$ cat src/rtl/dsp48e2.sv
// dsp48e2: reduced DSP slice (27x18 mult, X/Y/Z/W muxes, SIMD ALU, optional P reg); in: clock reset ce a b c alumode opmode carryin, out: p carryout
module dsp48e2 #(
  parameter int USE_SIMD = 0,
  parameter int PREG = 0
) (
  input  logic        clock,
  input  logic        reset,
  input  logic        ce,
  input  logic [29:0] a,
  input  logic [17:0] b,
  input  logic [47:0] c,
  input  logic [3:0]  alumode,
  input  logic [8:0]  opmode,
  input  logic        carryin,
  output logic [47:0] p,
  output logic [3:0]  carryout
);
  localparam int LW = 48 >> USE_SIMD;
  localparam int NL = 48 / LW;
  localparam int CS = 4 / NL;
  logic signed [44:0] prod;
  logic [47:0] m, ab, p_fb, x, y, z, w, r, p_reg;
  logic [3:0] cy, c_reg;
  logic [NL-1:0] lc;
  logic sub_z, inv_r;
  assign prod = $signed(a[26:0]) * $signed(b);
  assign m = USE_SIMD == 0 ? {{3{prod[44]}}, prod} : '0;
  assign ab = {a, b};
  assign p_fb = PREG != 0 ? p_reg : '0;
  assign x = opmode[1:0] == 2'b01 ? m : opmode[1:0] == 2'b10 ? p_fb : opmode[1:0] == 2'b11 ? ab : '0;
  assign y = opmode[3:2] == 2'b10 ? '1 : opmode[3:2] == 2'b11 ? c : '0;
  assign z = opmode[6:4] == 3'b010 ? p_fb : opmode[6:4] == 3'b011 ? c : '0;
  assign w = opmode[8:7] == 2'b01 ? p_fb : opmode[8:7] == 2'b11 ? c : '0;
  assign sub_z = alumode == 4'b0001 || alumode == 4'b0011;
  assign inv_r = alumode == 4'b0010 || alumode == 4'b0011;
  for (genvar i = 0; i < NL; i++) begin : g_lane
    logic [LW-1:0] s, zz, sum;
    logic co;
    assign s = w[i*LW +: LW] + x[i*LW +: LW] + y[i*LW +: LW] + LW'(i == 0 ? carryin : 1'b0);
    assign zz = z[i*LW +: LW] ^ {LW{sub_z}};
    assign {co, sum} = {1'b0, zz} + {1'b0, s};
    assign r[i*LW +: LW] = sum ^ {LW{inv_r}};
    assign lc[i] = co;
  end
  always_comb begin
    cy = '0;
    for (int k = 0; k < NL; k++) cy[k*CS + CS - 1] = lc[k];
  end
  always_ff @(posedge clock or posedge reset)
    if (reset) begin
      p_reg <= '0;
      c_reg <= '0;
    end else if (ce) begin
      p_reg <= r;
      c_reg <= cy;
    end
  assign p = PREG != 0 ? p_reg : r;
  assign carryout = PREG != 0 ? c_reg : cy;
endmodule

$ cat config.mk
export PLATFORM = sky130hd
export DESIGN_NAME = dsp48e2
export DESIGN_NICKNAME = d
export VERILOG_FILES = /design/src/rtl/dsp48e2.sv
export SDC_FILE = /design/constraint.sdc
export NUM_CORES = 2
export LEC_CHECK = 0
export ABC_CLOCK_PERIOD_IN_PS = 28700
export CORE_MARGIN = 5
export CORE_UTILIZATION = 40
export DETAILED_ROUTE_END_ITERATION = 8
export GPL_ROUTABILITY_DRIVEN = 0
export PLACE_DENSITY = 0.66
export SYNTH_ARGS = -nofsm -noshare
export SYNTH_HDL_FRONTEND = slang
export SYNTH_SLANG_ARGS = --single-unit
$ cat constraint.sdc
create_clock -name vclk -period 28.7
set_clock_uncertainty 0.05 [all_clocks]
set_input_delay 5.74 -clock vclk [all_inputs]
set_output_delay 5.74 -clock vclk [all_outputs]
set_load 0.005 [all_outputs]
==> impl_metrics.sql <==
INSERT INTO impl_metrics (metric_group, metric, value, unit) VALUES
('run_status', 'status', 'finished clean', ''),
('final_layout', 'flops_and_latches', '0', ''),
('drt', 'drt_pass1_iterations', '5', ''),
('logic_synthesis', 'mux_cell_area_share_after_synthesis', '0.310', '%'),
('logic_synthesis', 'synth_top_area_share', '40.5', '%'),
('worst_setup_path', 'crit_path_frequent_cell', 'sky130_fd_sc_hd__fa_1', ''),
('logic_synthesis', 'synth_most_common_cell', 'sky130_fd_sc_hd__inv_1', ''),
('die', 'placeableCoreArea', '0.0641', 'mm^2'),
('die', 'placement_rows', '93', ''),
('drt', 'viasPerCell', '5.21', ''),
('flow_run', 'timing.max_cap.violations', '0', ''),
('worst_setup_path', 'crit_arrival', '18.27', 'ns'),
('final_layout', 'n_clock_buffer', '0', ''),
('worst_setup_path', 'setup.worst_path.start_class', 'primary input', ''),
('sta', 'fin_setup_tns', '0', 'ns'),
('die', 'starting_density_of_the_core', '40.2', '%'),
('worst_hold_path', 'holdCritPathClass', 'primary input to output port', ''),
('worst_setup_path', 'worst_setup_path_end_kind', 'output port', ''),
('drt', 'postRouteWirelength', '68800', 'um'),
('logic_synthesis', 'yosys.cell_types.count', '86', ''),
('worst_hold_path', 'worstHoldStart', 'c[0]', ''),
('die', 'dieWidth', '264', 'um'),
('die', 'floorplan.die_area', '0.0697', 'mm^2'),
('logic_synthesis', 'synth_xor_xnor_area_share', '7.81', '%'),
('logic_synthesis', 'ys_seq_area_share', '0', '%'),
('clocking', 'post_cts.repair.setup_buffers', '0', ''),
('drt', 'detail_route.wl_per_cell', '17.0', 'um'),
('final_layout', 'final_layout_size_suffix_gt1_share', '2.36', '%'),
('sta', 'rsz_0062_raised_after_global_routing', 'no', ''),
('die', 'num_io_pins', '165', ''),
('grt', 'grt_first_pass_wirelength', '114000', 'um'),
('grt', 'via_count_of_the_first_global_routing_pass', '21900', ''),
('logic_synthesis', 'synthCells', '3161', ''),
('drt', 'detail_route.drc_violations', '0', ''),
('grt', 'gr-usage-all-layers', '19.7', '%'),
('final_layout', 'register_area', '0', 'um^2'),
('logic_synthesis', 'warnings_from_yosys', '0', ''),
('worst_setup_path', 'top_fanout_value_on_the_critical_path', '19', ''),
('sta', 'finalSetupViolCount', '0', ''),
('worst_setup_path', 'required', '22.91', 'ns'),
('final_layout', 'num-fill-cells', '6475', ''),
('logic_synthesis', 'synth_top_family_by_area', 'adder cells', ''),
('worst_hold_path', 'whs_path_depth', '6', ''),
('logic_synthesis', 'synth-simple-area-share', '17.0', '%'),
('logic_synthesis', 'synthAdderAreaFrac', '50.5', '%'),
('worst_hold_path', 'hold_path_end', 'p[0]', ''),
('logic_synthesis', 'syn_area', '0.0258', 'mm^2'),
('logic_synthesis', 'syn_avg_cell_area', '8.16', 'um^2'),
('worst_setup_path', 'launch_point_of_the_critical_path', 'a[11]', ''),
('logic_synthesis', 'ys_top_cells_by_count', 'sky130_fd_sc_hd__inv_1 (623), sky130_fd_sc_hd__fa_1 (522), sky130_fd_sc_hd__nand2_1 (415)', ''),
('sta', 'slew_headroom', '11.8', '%'),
('worst_setup_path', 'slowest_delay', '1.10', 'ns'),
('clocking', 'cts.hold.buffers_added', '0', ''),
('grt', 'globalRouteOverflowTotal', '0', ''),
('logic_synthesis', 'synth_top_cells_by_area', 'sky130_fd_sc_hd__fa_1 (41%), sky130_fd_sc_hd__ha_1 (10%), sky130_fd_sc_hd__inv_1 (9.1%)', ''),
('placed_design', 'place.detailed.hpwl', '55200', 'um'),
('worst_setup_path', 'critPathSlowestCell', 'sky130_fd_sc_hd__clkdlybuf4s50_1', ''),
('sta', 'timing.final.crit_period', '24.06', 'ns'),
('drt', 'postRouteAntennaNets', '0', ''),
('grt', 'grt_antenna_before_repair', '2', ''),
('sta', 'period_share', '83.8', '%'),
('sta', 'final_hold_viol_count', '0', ''),
('sta', 'fmax', '41.6', 'MHz'),
('sta', 'drv_slew', '0', ''),
('logic_synthesis', 'synth_compound_gate_area_share', '12.7', '%'),
('clocking', 'cts_resized', '0', ''),
('final_layout', 'num-nets-final', '4026', ''),
('final_layout', 'layout-area-overhead-vs-synth', '8.60', '%'),
('drt', 'routed-via-count', '21100', ''),
('die', 'die_y', '264', 'um'),
('worst_setup_path', 'cp_delay_by_family_top', 'adder cells', ''),
('worst_setup_path', 'path_depth', '44', ''),
('worst_setup_path', 'crit_type', 'primary input to output port', ''),
('drt', 'drt-initial-drc-count', '1130', ''),
('grt', 'grt_start_max_net_pins', '50', ''),
('worst_setup_path', 'critPathBufInv', '6', ''),
('logic_synthesis', 'post-synth-top-area-cell', 'sky130_fd_sc_hd__fa_1', ''),
('sta', 'tightest_pin_transition', '1.32', 'ns'),
('placed_design', 'portBuffers', '159', '');
## metal layers
| metal | track usage (%) | wire (um) |
|---|---|---|
| met4 | 3.66 | 1400 |
| met5 | 0 | 0 |
| met2 | 35.1 | 34600 |
| met3 | 1.19 | 3490 |
| met1 | 27.0 | 29400 |
## logic make-up (layout without fill, tap and decap cells)
logic type | after synthesis | count (layout)
other | 1 | 7
XOR/XNOR | 230 | 230
AO/OA/AOI/OAI | 493 | 493
adder cells (fa/ha/maj) | 728 | 728
AND/OR/NAND/NOR | 909 | 909
buffers and inverters | 792 | 812
multiplexers | 8 | 8
## cell usage in the layout, fill, tap and decap left out, types with 32 or more instances in the layout
master	count
sky130_fd_sc_hd__fa_1	522
sky130_fd_sc_hd__inv_1	623
sky130_fd_sc_hd__nand3_1	32
sky130_fd_sc_hd__o21ai_0	73
sky130_fd_sc_hd__and2_1	218
sky130_fd_sc_hd__a21oi_1	128
sky130_fd_sc_hd__clkdlybuf4s50_1	151
sky130_fd_sc_hd__nand2_1	415
sky130_fd_sc_hd__xnor2_1	180
sky130_fd_sc_hd__ha_1	206
sky130_fd_sc_hd__a21o_1	80
sky130_fd_sc_hd__a21boi_0	40
sky130_fd_sc_hd__nor2_1	102
sky130_fd_sc_hd__xor2_1	50
## worst max-delay path by stage
stage,end,slack [ns]
6_report,p[47],4.64
5_1_grt,p[47],4.01
4_1_cts,p[47],4.74
3_5_place_dp,p[47],4.77
3_3_place_gp,p[47],4.78
2_1_floorplan,p[47],7.23
## area by class of cell
class                      count  area (um^2)  area share [%]
multi-input combinational   2371        22800            81.5
inverter                     624         2340            8.36
timing repair buffer         188         1770            6.31
tap                          855         1070            3.82
antenna                        4         10.0          0.0357
## per-stage QoR
stage               hold WS (ns)  setup slack, ns  cell area [um^2]  std cells  util [%]
floorplan                  11.80             7.23             25800       3163         -
global placement           12.82             4.78             28000       4038      43.7
detailed placement         12.83             4.77             28000       4038      43.7
CTS                        12.83             4.74             28000       4038      43.7
global route               12.88             4.01             28000       4040      43.7
finish                     12.81             4.64             28000       4042      43.7
